<file path="src/rtl/decode_group_splitter_pkg.sv">
// Shared types and constants for the decode-to-rename group splitter.
// Index width is sized so that a lane count equal to the group width is representable.
// The payload is opaque here; the wrapper packs opInfo, pc, bPred and opId into it.
package decode_group_splitter_pkg;

  localparam int RENAME_WIDTH    = 2;
  localparam int SPLIT_PAYLOAD_W = 64;

  // Width of a lane index that can also hold the value WIDTH itself.
  function automatic int split_idx_w(input int width);
    return $clog2(width) + 1;
  endfunction

  localparam int SPLIT_IDX_W = split_idx_w(RENAME_WIDTH);

  typedef logic [SPLIT_PAYLOAD_W-1:0] SplitPayload;

endpackage

</file>
<file path="src/rtl/decode_group_splitter_scan.sv">
// Finds the next emission run in the held group: start lane, end lane and drain flag.
// Latency: purely combinational.
// Backpressure: none; it only observes the group registers.
module decode_group_splitter_scan
  import decode_group_splitter_pkg::*;
#(
  parameter int WIDTH = RENAME_WIDTH,
  parameter int IDX_W = split_idx_w(RENAME_WIDTH)
) (
  input  logic [WIDTH-1:0] grp_valid,
  input  logic [WIDTH-1:0] grp_ser,
  output logic [IDX_W-1:0] start,
  output logic [IDX_W-1:0] run_end,
  output logic             start_ser,
  output logic             empty,
  output logic             last
);

  // Locate the first pending lane, the end of its run, and whether the run drains the group.
  always_comb begin
    start     = IDX_W'(WIDTH);
    start_ser = 1'b0;
    empty     = 1'b1;
    for (int i = WIDTH - 1; i >= 0; i--) begin
      if (grp_valid[i]) begin
        start     = IDX_W'(i);
        start_ser = grp_ser[i];
        empty     = 1'b0;
      end
    end

    // A serialized op is a run of one; otherwise the run stops before the next serialized op.
    run_end = IDX_W'(WIDTH);
    if (!empty && start_ser) begin
      run_end = start + IDX_W'(1);
    end else begin
      for (int j = WIDTH - 1; j >= 0; j--) begin
        if ((IDX_W'(j) > start) && grp_valid[j] && grp_ser[j]) begin
          run_end = IDX_W'(j);
        end
      end
    end

    last = !empty;
    for (int j = 0; j < WIDTH; j++) begin
      if ((IDX_W'(j) >= run_end) && grp_valid[j]) begin
        last = 1'b0;
      end
    end
  end

endmodule

</file>
<file path="src/rtl/decode_group_splitter.sv">
// Holds one decoded group and emits it to rename as non-serialized runs or lone serialized ops.
// Latency: one cycle from acceptance (in_ready high) to out_valid.
// Backpressure: in_ready is low until the held group drains; out_stall freezes the block.
module decode_group_splitter
  import decode_group_splitter_pkg::*;
#(
  parameter int WIDTH     = RENAME_WIDTH,
  parameter int PAYLOAD_W = SPLIT_PAYLOAD_W
) (
  input  logic                       clk,
  input  logic                       rst,
  input  logic                       flush,
  input  logic [WIDTH-1:0]           in_valid,
  input  logic [WIDTH-1:0]           in_ser,
  input  logic [WIDTH*PAYLOAD_W-1:0] in_payload,
  output logic                       in_ready,
  input  logic                       out_stall,
  output logic [WIDTH-1:0]           out_valid,
  output logic [WIDTH*PAYLOAD_W-1:0] out_payload,
  output logic                       out_last
);

  localparam int IDX_W = split_idx_w(WIDTH);

  logic [WIDTH-1:0]     grp_valid;
  logic [WIDTH-1:0]     grp_ser;
  logic [PAYLOAD_W-1:0] grp_payload [WIDTH];

  logic [IDX_W-1:0] start;
  logic [IDX_W-1:0] run_end;
  logic             start_ser;
  logic             empty;
  logic             last;
  logic             emit;
  logic [WIDTH-1:0] run_mask;

  decode_group_splitter_scan #(
    .WIDTH (WIDTH),
    .IDX_W (IDX_W)
  ) u_scan (
    .grp_valid (grp_valid),
    .grp_ser   (grp_ser),
    .start     (start),
    .run_end   (run_end),
    .start_ser (start_ser),
    .empty     (empty),
    .last      (last)
  );

  // Handshake: emit when rename can take the run; accept a new group only once the old one drains.
  always_comb begin
    emit     = !empty && !out_stall && !flush;
    out_last = last;
    in_ready = !flush && (empty || (emit && last));
  end

  // Shift the run down to lane 0; lanes past the run end or past the group are invalid.
  always_comb begin
    out_valid   = '0;
    out_payload = '0;
    for (int k = 0; k < WIDTH; k++) begin
      for (int j = 0; j < WIDTH; j++) begin
        if (IDX_W'(j) == start + IDX_W'(k)) begin
          out_payload[k*PAYLOAD_W +: PAYLOAD_W] = grp_payload[j];
          out_valid[k] = grp_valid[j] && (IDX_W'(j) < run_end) && !flush;
        end
      end
    end
  end

  // Lanes covered by the current run, retired when it is emitted.
  always_comb begin
    run_mask = '0;
    for (int j = 0; j < WIDTH; j++) begin
      run_mask[j] = (IDX_W'(j) >= start) && (IDX_W'(j) < run_end);
    end
  end

  // Pending-lane mask: cleared by reset/flush, loaded on accept, retired on emit.
  always_ff @(posedge clk) begin
    if (rst) begin
      grp_valid <= '0;
    end else if (flush) begin
      grp_valid <= '0;
    end else if (in_ready) begin
      grp_valid <= in_valid;
    end else if (emit) begin
      grp_valid <= grp_valid & ~run_mask;
    end
  end

  // Group contents; not reset because they are only observed through grp_valid.
  always_ff @(posedge clk) begin
    if (in_ready) begin
      grp_ser <= in_ser;
      for (int i = 0; i < WIDTH; i++) begin
        grp_payload[i] <= in_payload[i*PAYLOAD_W +: PAYLOAD_W];
      end
    end
  end

  // A new group is never accepted in a flush cycle.
  a_no_ready_on_flush : assert property (@(posedge clk) disable iff (rst) !(in_ready && flush));

  generate
    if (WIDTH > 1) begin : g_ser_alone
      // A serialized op reaches rename alone in lane 0.
      a_ser_alone : assert property (@(posedge clk) disable iff (rst)
        (out_valid[0] && start_ser) |-> (out_valid[WIDTH-1:1] == '0));
    end
  endgenerate

endmodule
</file>
<file path="config.mk">
export PLATFORM = sky130hd
export DESIGN_NAME = decode_group_splitter
export DESIGN_NICKNAME = d
export VERILOG_FILES = /design/src/rtl/decode_group_splitter_pkg.sv /design/src/rtl/decode_group_splitter_scan.sv /design/src/rtl/decode_group_splitter.sv
export SDC_FILE = /design/constraint.sdc
export NUM_CORES = 1
export LEC_CHECK = 0
export ABC_AREA = 1
export BUFFER_PORTS_ARGS = -buffer_cell sky130_fd_sc_hd__buf_2
export CAP_MARGIN = 20
export CELL_PAD_IN_SITES_DETAIL_PLACEMENT = 0
export CELL_PAD_IN_SITES_GLOBAL_PLACEMENT = 1
export CORE_MARGIN = 1
export CORE_UTILIZATION = 35
export DETAILED_ROUTE_END_ITERATION = 6
export PLACE_DENSITY_LB_ADDON = 0.1
export SLEW_MARGIN = 40
export SYNTH_ARGS = -nofsm -noshare
export SYNTH_HDL_FRONTEND = slang
export SYNTH_SLANG_ARGS = --single-unit
</file>
<file path="constraint.sdc">
create_clock -name clk -period 7.79 [get_ports clk]
set_input_delay 0.779 -clock clk [delete_from_list [all_inputs] [get_ports clk]]
set_output_delay 0.779 -clock clk [all_outputs]
set_load 0.01 [all_outputs]
</file>
==> out/results.tsv, run 1 <==
stage	metric	value	unit
status	outcome	complete, no violations	
die	FP Rows	46	
setup_path	CP delay by family, top	buffers and inverters	
yosys	Synth Instances	458	
global_route	largest net degree at the start of global routing	70	
route	via count	4459	
yosys	area share of the largest cell type after synthesis	67.7	%
die	Die Span X	130	um
placed_design	Port Buf Inserts	267	
clock_network	CTS Hold Buffers Added	0	
yosys	share of flip-flops with an asynchronous set or reset	0	%
clock_network	cts bufs inserted	17	
sta	period utilisation layout	51.2	%
sta	worst-margin pin slew	0.818	ns
setup_path	type of origin of the critical path	register	
final_layout	Final Instance Area	7760	sq um
clock_network	worst skew pair latency	0.40	ns
final_layout	Area Overhead vs Synth	34.7	%
clock_network	post-CTS sizing	0	
sta	setup violators final	0	
setup_path	critical path data arrival time	3.21	ns
die	Core Area	16000	sq um
clock_network	setup bufs post-CTS	0	
yosys	synthesized flop and latch total	132	
final_layout	nets	859	
setup_path	WP buf/inv	5	
placed_design	dpl cell area	7270	sq um
yosys	Syn Nets	596	
global_route	grt total ovfl	0	
sta	Final Hold Vio Count	0	
flow_run	max_cap viols	0	
setup_path	crit-path cells	inv_2 -> buf_6 -> nand2_1 -> ha_1 -> inv_2 -> nand2_2 -> buf_4 -> o22ai_1 -> buf_2	
setup_path	CP Class	reg -> out	
global_route	initial antenna violation count	3	
setup_path	CP Max Fanout	66	
die	die area	17000	sq um
route	wire per inst	16.1	um
power_and_ir_drop	leakage power	3.77	nW
sta	PnR worst setup slack	3.80	ns
yosys	number of distinct library cells after synthesis	19	
yosys	EDFF count, synth	130	
yosys	Main synth FF type	edfxtp_1	
route	initial DRC count	211	
power_and_ir_drop	Pwr per Cell Area	228	nW/um^2
sta	headroom to the max-slew limit	45.4	%
sta	Fmax	0.251	GHz
yosys	yosys warns	0	
power_and_ir_drop	VDD IR-drop max	0.000136	V
clock_network	Clock Sinks	132	
min_path	hold depth	1	
global_route	global-route wire length before repair	22.0	mm
setup_path	Crit path required time	7.01	ns
final_layout	flip-flop and latch area	3940	sq um
yosys	sequential element share of the synthesized area	68.4	%
clock_network	H-Tree Depth	4	
placed_design	RePlAce Congestion	0.745	
final_layout	# fillers	1545	
die	Die H	130	um
final_layout	multi-input logic area	1150	sq um
sta	final setup TNS	0	ns
sta	Slew Limit Fails	0	
global_route	total track usage	17.7	%
yosys	largest cells by area after synthesis	edfxtp_1, o22ai_1, inv_1	
setup_path	critical path depth in cells	9	
setup_path	slowest stage delay, CP	0.55	ns
sta	RSZ-0062 raised after global routing	no	
clock_network	clock root buffer	clkbuf_16	
route	Post-Route WL	15.3	mm
setup_path	Worst setup EP type	output port	
die	io pins	268	
clock_network	Reg clk slew, reported paths	0.06	ns
final_layout	final core occ	48.5	%
placed_design	Final HPWL DP	10.1	mm
final_layout	share of cells above drive strength 1	44.8	%
clock_network	CTS tree	yes	
final_layout	commonest non-fill, non-tap cell in the layout	buf_2	
final_layout	most frequent cells in the layout	buf_2, inv_1, edfxtp_1, o22ai_1, o22ai_2	
global_route	vias in the first global route	4296	
clock_network	CTS max path bufs	2	
route	Detailed Routing Iterations Pass 1	4	
sta	Max Clock Skew	0.00748	ns
setup_path	r2r worst-path depth	9	
sta	WHS	0.549	ns
yosys	leading area contributor after synthesis	edfxtp_1	
route	Residual DRC	0	
placed_design	dpl ws	3.99	ns
die	Initial Util	36.0	%
sta	Period minus WS final	3.99	ns
setup_path	critical path's most frequent cell	inv_2	
setup_path	CP max stage cell	buf_6	
yosys	Syn Std Cell Area	5760	sq um
route	ANT nets after route	0	
route	Avg Vias per Cell	4.69	
min_path	Worst Hold Class	in -> reg	
yosys	synthesized area per cell	12.6	sq um
==> layout make-up <==
type,count,share of cell area [%]
clock buffer,21,5.67
inverter,141,6.85
timing repair buffer,271,17.7
clock inverter,9,0.532
multi-input combinational,158,14.9
sequential,132,50.8
tap,216,3.48
antenna,3,0.0967
==> final timing paths <==
kind	startpoint	slack, ns	end
setup / recovery	grp_valid[0]	3.80	out_payload[90]
hold / removal	in_payload[125]	0.55	grp_payload[0][125]
setup reg to reg	grp_valid[0]	4.26	grp_payload[0][59]
hold reg to reg	grp_valid[1]	0.78	grp_valid[0]
==> report_power, final <==
part           total [mW]  internal (mW)  leakage, nW  switching [mW]
clock network       0.658          0.394        0.234           0.264
logic               0.265          0.102         2.27           0.162
registers           0.850          0.838         1.27          0.0115
total                1.77           1.33         3.77           0.437
==> routing by layer <==
layer  vias to the layer above  track usage, %  routed length (um)
met2                       174            31.0                7790
met3                        15            7.46                1290
met4                         2            5.95                 205
li1                       2156               -                   -
met1                      2112            19.2                5980
met5                         -               0                  13
==> worst register-to-register path: stages, from the launching register on <==
cell     delay, ns
dfxtp_1       0.34
inv_2         0.12
buf_6         0.55
nand2_1       0.25
ha_1          0.33
nand2_1       0.09
nand3_1       0.12
nand2_1       0.12
inv_4         0.59
buf_6         0.61
==> kinds of logic (layout without fill, tap and decap cells) <==
family | Yosys count | count (layout) | share of synthesized area (%)
flip-flops | 132 | 132 | 68.4
adder cells (fa/ha/maj) | 2 | 2 | 0.434
other | 0 | 3 | 0
AND/OR/NAND/NOR | 22 | 22 | 1.58
buffers and inverters | 168 | 442 | 11.9
AO/OA/AOI/OAI | 134 | 134 | 17.7
==> per-stage QoR <==
| step | total power [mW] | cells |
|---|---|---|
| floorplan | 1.02 | 458 |
| CTS | 1.80 | 948 |
| finish | 1.77 | 951 |
| global route | 1.86 | 949 |
| global placement | 1.13 | 918 |
| detailed placement | 1.13 | 918 |
==> synth_stat cells, types with 3 or more instances <==
master,instances
o21ai_0,3
inv_1,139
nand3_1,5
o22ai_2,30
buf_2,21
edfxtp_1,130
nand2_1,14
o22ai_1,97
buf_6,3
==> flip-flops by register name, indices dropped and copies added (netlist names) <==
| name | cells |
|---|---|
| grp_payload | 128 |
| grp_ser | 2 |
| grp_valid | 2 |
Power figures use the tool's default switching activity.
==> run 2, diff against run 1 <==
- CORE_UTILIZATION: 35 -> 32
- clock period: 7.79 -> 3.34 ns (I/O delays scaled with it)
==> run 2 against run 1 <==
Setup slack worse by 3.3 ns. Sequential share of layout area down 1.3 points. Critical path type unchanged. Critical endpoint is now out_payload[92]. Largest power group unchanged. Die area up 9.2%. Via count up 1.3%.
==> out/results.tsv, run 2 (synthesis gave the netlist of run 1 again) <==
stage	metric	value	unit
sta	Final Hold Vio Count	0	
global_route	total track usage	17.1	%
clock_network	CTS tree	yes	
setup_path	CP max stage cell	nand2_2	
setup_path	slowest stage delay, CP	0.40	ns
min_path	Worst Hold Class	in -> reg	
global_route	M2 GR Usage	30.6	%
final_layout	Area Overhead vs Synth	38.3	%
route	wire per inst	16.6	um
clock_network	CTS Hold Buffers Added	0	
final_layout	nets	863	
sta	Fmax	0.350	GHz
final_layout	commonest non-fill, non-tap cell in the layout	buf_2	
setup_path	CP Max Fanout	26	
die	Die H	136	um
die	FP Rows	48	
route	Detailed Routing Iterations Pass 1	5	
final_layout	largest reg by FF count	grp_payload	
global_route	grt total ovfl	0	
die	Initial Util	33.1	%
placed_design	Final HPWL DP	11.0	mm
clock_network	cts bufs inserted	17	
power_and_ir_drop	leakage power	3.84	nW
setup_path	Crit path required time	3.01	ns
clock_network	CTS max path bufs	2	
route	Residual DRC	0	
power_and_ir_drop	Pwr per Cell Area	560	nW/um^2
die	io pins	268	
clock_network	clock root buffer	clkbuf_16	
clock_network	worst skew pair latency	0.41	ns
clock_network	post-CTS sizing	0	
global_route	vias in the first global route	4446	
clock_network	Reg clk slew, reported paths	0.06	ns
sta	period utilisation layout	85.5	%
flow_run	max_cap viols	0	
clock_network	H-Tree Depth	4	
setup_path	CP Class	reg -> out	
final_layout	share of cells above drive strength 1	46.6	%
final_layout	max FFs per register	128	
clock_network	Clock Sinks	132	
setup_path	crit-path cells	inv_2 -> nand2_4 -> inv_1 -> ha_1 -> nand2_2 -> buf_4 -> o22ai_1 -> buf_2	
sta	headroom to the max-slew limit	46.3	%
sta	PnR worst setup slack	0.484	ns
power_and_ir_drop	Power, Total	4.47	mW
setup_path	CP delay by family, top	simple AND/OR/NAND/NOR gates	
route	via count	4516	
route	Post-Route WL	16.0	mm
sta	Period minus WS final	2.86	ns
setup_path	critical path data arrival time	2.52	ns
power_and_ir_drop	VDD IR-drop max	0.000324	V
final_layout	most frequent cells in the layout	buf_2, inv_1, edfxtp_1, o22ai_1, o22ai_2	
sta	Max Clock Skew	0.00451	ns
placed_design	dpl ws	0.879	ns
sta	setup violators final	0	
route	Avg Vias per Cell	4.68	
setup_path	type of origin of the critical path	register	
die	Core Area	17400	sq um
global_route	GR peak layer	met2	
sta	worst-margin pin slew	0.805	ns
global_route	global-route wire length before repair	23.4	mm
setup_path	WP buf/inv	4	
route	initial DRC count	148	
clock_network	setup bufs post-CTS	0	
global_route	initial antenna violation count	4	
global_route	met3 Use GR	5.26	%
final_layout	Top Registers	grp_payload x128, grp_ser x2, grp_valid x2	
die	die area	18600	sq um
sta	RSZ-0062 raised after global routing	no	
status	outcome	complete, no violations	
die	Die Span X	136	um
global_route	largest net degree at the start of global routing	67	
placed_design	Port Buf Inserts	267	
setup_path	Worst setup EP type	output port	
route	ANT nets after route	0	
placed_design	RePlAce Congestion	0.768	
global_route	met1 usage	18.5	%
sta	Slew Limit Fails	0	
## run 2: cell types whose count changed in the layout (fill, tap and decap cells not counted), sizes merged
cell,change
bufinv,+3
clkinvlp,+4
clkinv,-2
diode,-1
buf,+4
clkbuf,-3
## run 2: area by class of cell
cell class                      instances  area (sq um)
Fill cell                            1692          9450
Sequential cell                       132          3950
Timing Repair Buffer                  275          1440
Multi-Input combinational cell        158          1170
Inverter                              141           533
Clock buffer                           18           429
Tap cell                              225           282
Clock inverter                         14           161
Antenna cell                            2          5.00
## run 2: path summary, 6_finish.rpt
| kind | slack [ns] | cells after the start | from | to |
|---|---|---|---|---|
| max reg2reg | 0.94 | 8 | grp_valid[0] | grp_payload[0][96] |
| max | 0.48 | 8 | grp_valid[0] | out_payload[92] |
| min | 0.1 | 1 | in_payload[121] | grp_payload[0][121] |
| min reg2reg | 0.65 | 4 | grp_valid[1] | grp_valid[1] |
## run 2: metrics by stage
stage                     area (sq um)  utilization, %  hold WS [ns]  TNS [ns]  instances
after floorplan                   5810               -         0.433     -5.56        458
final                             7970            45.8        0.0953         0        965
after global routing              7970            45.7        0.0700         0        964
after CTS                         7970            45.7        0.0749         0        963
after global placement            7370            42.3         0.511         0        931
after detailed placement          7370            42.3         0.512         0        931
## run 2: metal layers
metal / part of all wire (%) / routed length [um]
met1: 37 / 5910
met2: 52 / 8390
met5: 0.14 / 23
met3: 8.4 / 1350
met4: 2.0 / 315
## run 2: where the power goes
| group | switching [mW] | total, mW | internal, mW |
|---|---|---|---|
| Clock | 0.686 | 1.85 | 1.17 |
| Sequential | 0.0275 | 1.98 | 1.95 |
| Combinational | 0.384 | 0.635 | 0.251 |
==> run 3, diff against run 2 <==
- SETUP_SLACK_MARGIN: default -> 0.5
==> run 3 against run 2 <==
Worst hold slack worse by 0.0021 ns. Via count is 0.40% lower. Count of clock-buffer cells in the layout stayed put. Sequential share of layout area is 0.14 points lower. Sequential cell count stayed put. Utilization is 0.13 points higher. Sequential power hardly changed. Combinational power hardly changed. Non-clock buffer count stayed put. Critical endpoint is now out_valid[1].
==> out/results.tsv, run 3 (synthesis gave the netlist of run 1 again) <==
stage	metric	value	unit
route	initial DRC count	162	
route	Avg Vias per Cell	4.66	
global_route	vias in the first global route	4449	
flow_run	max_cap viols	0	
placed_design	Final HPWL DP	11.0	mm
route	ANT nets after route	0	
setup_path	CP Max Fanout	66	
setup_path	Crit path required time	3.01	ns
clock_network	cts bufs inserted	17	
setup_path	CP delay by family, top	buffers and inverters	
final_layout	share of cells above drive strength 1	46.7	%
die	io pins	268	
global_route	largest net degree at the start of global routing	67	
power_and_ir_drop	leakage power	3.85	nW
setup_path	critical path's most frequent cell	inv_2	
global_route	global-route wire length before repair	23.5	mm
clock_network	worst skew pair latency	0.41	ns
final_layout	Final Instance Area	7990	sq um
sta	Period minus WS final	2.58	ns
power_and_ir_drop	Pwr per Cell Area	560	nW/um^2
sta	Max Clock Skew	0.00417	ns
clock_network	CTS max path bufs	2	
clock_network	Reg clk slew, reported paths	0.06	ns
die	Core Area	17400	sq um
sta	Fmax	0.388	GHz
sta	Final Hold Vio Count	0	
final_layout	largest reg by FF count	grp_payload	
setup_path	WP buf/inv	4	
sta	worst-margin pin slew	0.701	ns
setup_path	critical path data arrival time	2.24	ns
global_route	grt total ovfl	0	
sta	Slew Limit Fails	0	
placed_design	dpl cell area	7370	sq um
clock_network	CTS tree	yes	
route	Residual DRC	0	
setup_path	crit-path cells	inv_2 -> nand2_8 -> ha_4 -> inv_2 -> buf_6 -> o22ai_1 -> buf_2	
clock_network	Clock Sinks	132	
setup_path	Worst setup EP type	output port	
status	outcome	complete, no violations	
die	Initial Util	33.1	%
sta	RSZ-0062 raised after global routing	no	
placed_design	Port Buf Inserts	267	
die	Die Span X	136	um
setup_path	CP Class	reg -> out	
die	die area	18600	sq um
die	Die H	136	um
setup_path	slowest stage delay, CP	0.45	ns
setup_path	type of origin of the critical path	register	
die	FP Rows	48	
setup_path	CP max stage cell	buf_6	
clock_network	clock root buffer	clkbuf_16	
route	Post-Route WL	16.0	mm
clock_network	H-Tree Depth	4	
clock_network	setup bufs post-CTS	0	
power_and_ir_drop	VDD IR-drop max	0.000353	V
final_layout	nets	864	
global_route	total track usage	17.2	%
power_and_ir_drop	Power, Total	4.47	mW
final_layout	Top Registers	grp_payload x128, grp_ser x2, grp_valid x2	
final_layout	commonest non-fill, non-tap cell in the layout	buf_2	
route	Detailed Routing Iterations Pass 1	6	
sta	headroom to the max-slew limit	53.3	%
sta	period utilisation layout	77.2	%
final_layout	Area Overhead vs Synth	38.7	%
sta	WHS	0.0932	ns
final_layout	most frequent cells in the layout	buf_2, inv_1, edfxtp_1, o22ai_1, o22ai_2	
global_route	initial antenna violation count	4	
route	wire per inst	16.6	um
placed_design	RePlAce Congestion	0.768	
setup_path	R2R Setup Slk	1.21	ns
sta	setup violators final	0	
final_layout	max FFs per register	128	
min_path	Worst Hold Class	in -> reg	
route	via count	4498	
-- run 3: changes by cell type in the layout (fill, tap and decap cells not counted), sizes merged --
| cell | before | now |
|---|---|---|
| clkinvlp | 5 | 6 |
-- run 3: where the power goes --
| group | switching (mW) | internal [mW] | total [mW] |
|---|---|---|---|
| combinational | 0.385 | 0.253 | 0.638 |
| sequential | 0.0279 | 1.95 | 1.98 |
| clock | 0.687 | 1.17 | 1.85 |
-- run 3: layout make-up --
class	instances	area (sq um)
Tap cell	225	282
Clock inverter	14	161
Multi-Input combinational cell	158	1190
Fill cell	1696	9420
Sequential cell	132	3950
Antenna cell	2	5.00
Timing Repair Buffer	275	1440
Clock buffer	18	429
Inverter	141	533
Timing Repair inverter	1	5.00
-- run 3: routing by layer --
metal | track usage [%] | vias up | part of all wire [%]
met1 | 18.5 | 2111 | 37
met2 | 30.9 | 191 | 53
li1 | - | 2170 | -
met4 | 7.65 | 4 | 1.8
met3 | 5.26 | 22 | 8.2
met5 | 0 | - | 0.14
-- run 3: worst reg2reg max path, cell delays in order (launching register included) --
cell,delay (ns)
dfxtp_2,0.34
inv_2,0.12
nand2_8,0.18
ha_4,0.34
nand2_4,0.05
nand3_2,0.08
nand2_2,0.10
clkinvlp_4,0.27
buf_12,0.31
-- run 3: path summary, 6_finish.rpt --
check | start | to | cells past startpoint
worst max register to register | grp_valid[0] | grp_payload[0][96] | 8
worst min-delay path | in_payload[121] | grp_payload[0][121] | 1
worst max-delay path | grp_valid[0] | out_valid[1] | 7
worst min register to register | grp_valid[1] | grp_valid[0] | 4
-- run 3: repair_timing --
item | 4_1_cts | 5_1_grt
hold buffers | 0 | 0
gates resized for setup | 2 | 1
setup endpoints to repair | 35 | 8
gates cloned | 1 | 0
-- run 3: metrics by stage --
| stage | instances | utilization (%) | setup WS (ns) | TNS, ns |
|---|---|---|---|---|
| floorplan | 458 | - | -0.0428 | -5.56 |
| global placement | 931 | 42.3 | 0.974 | 0 |
| detailed placement | 931 | 42.3 | 0.879 | 0 |
| CTS | 964 | 45.8 | 0.611 | 0 |
| global route | 965 | 45.9 | 0.616 | 0 |
| finish | 966 | 45.9 | 0.761 | 0 |
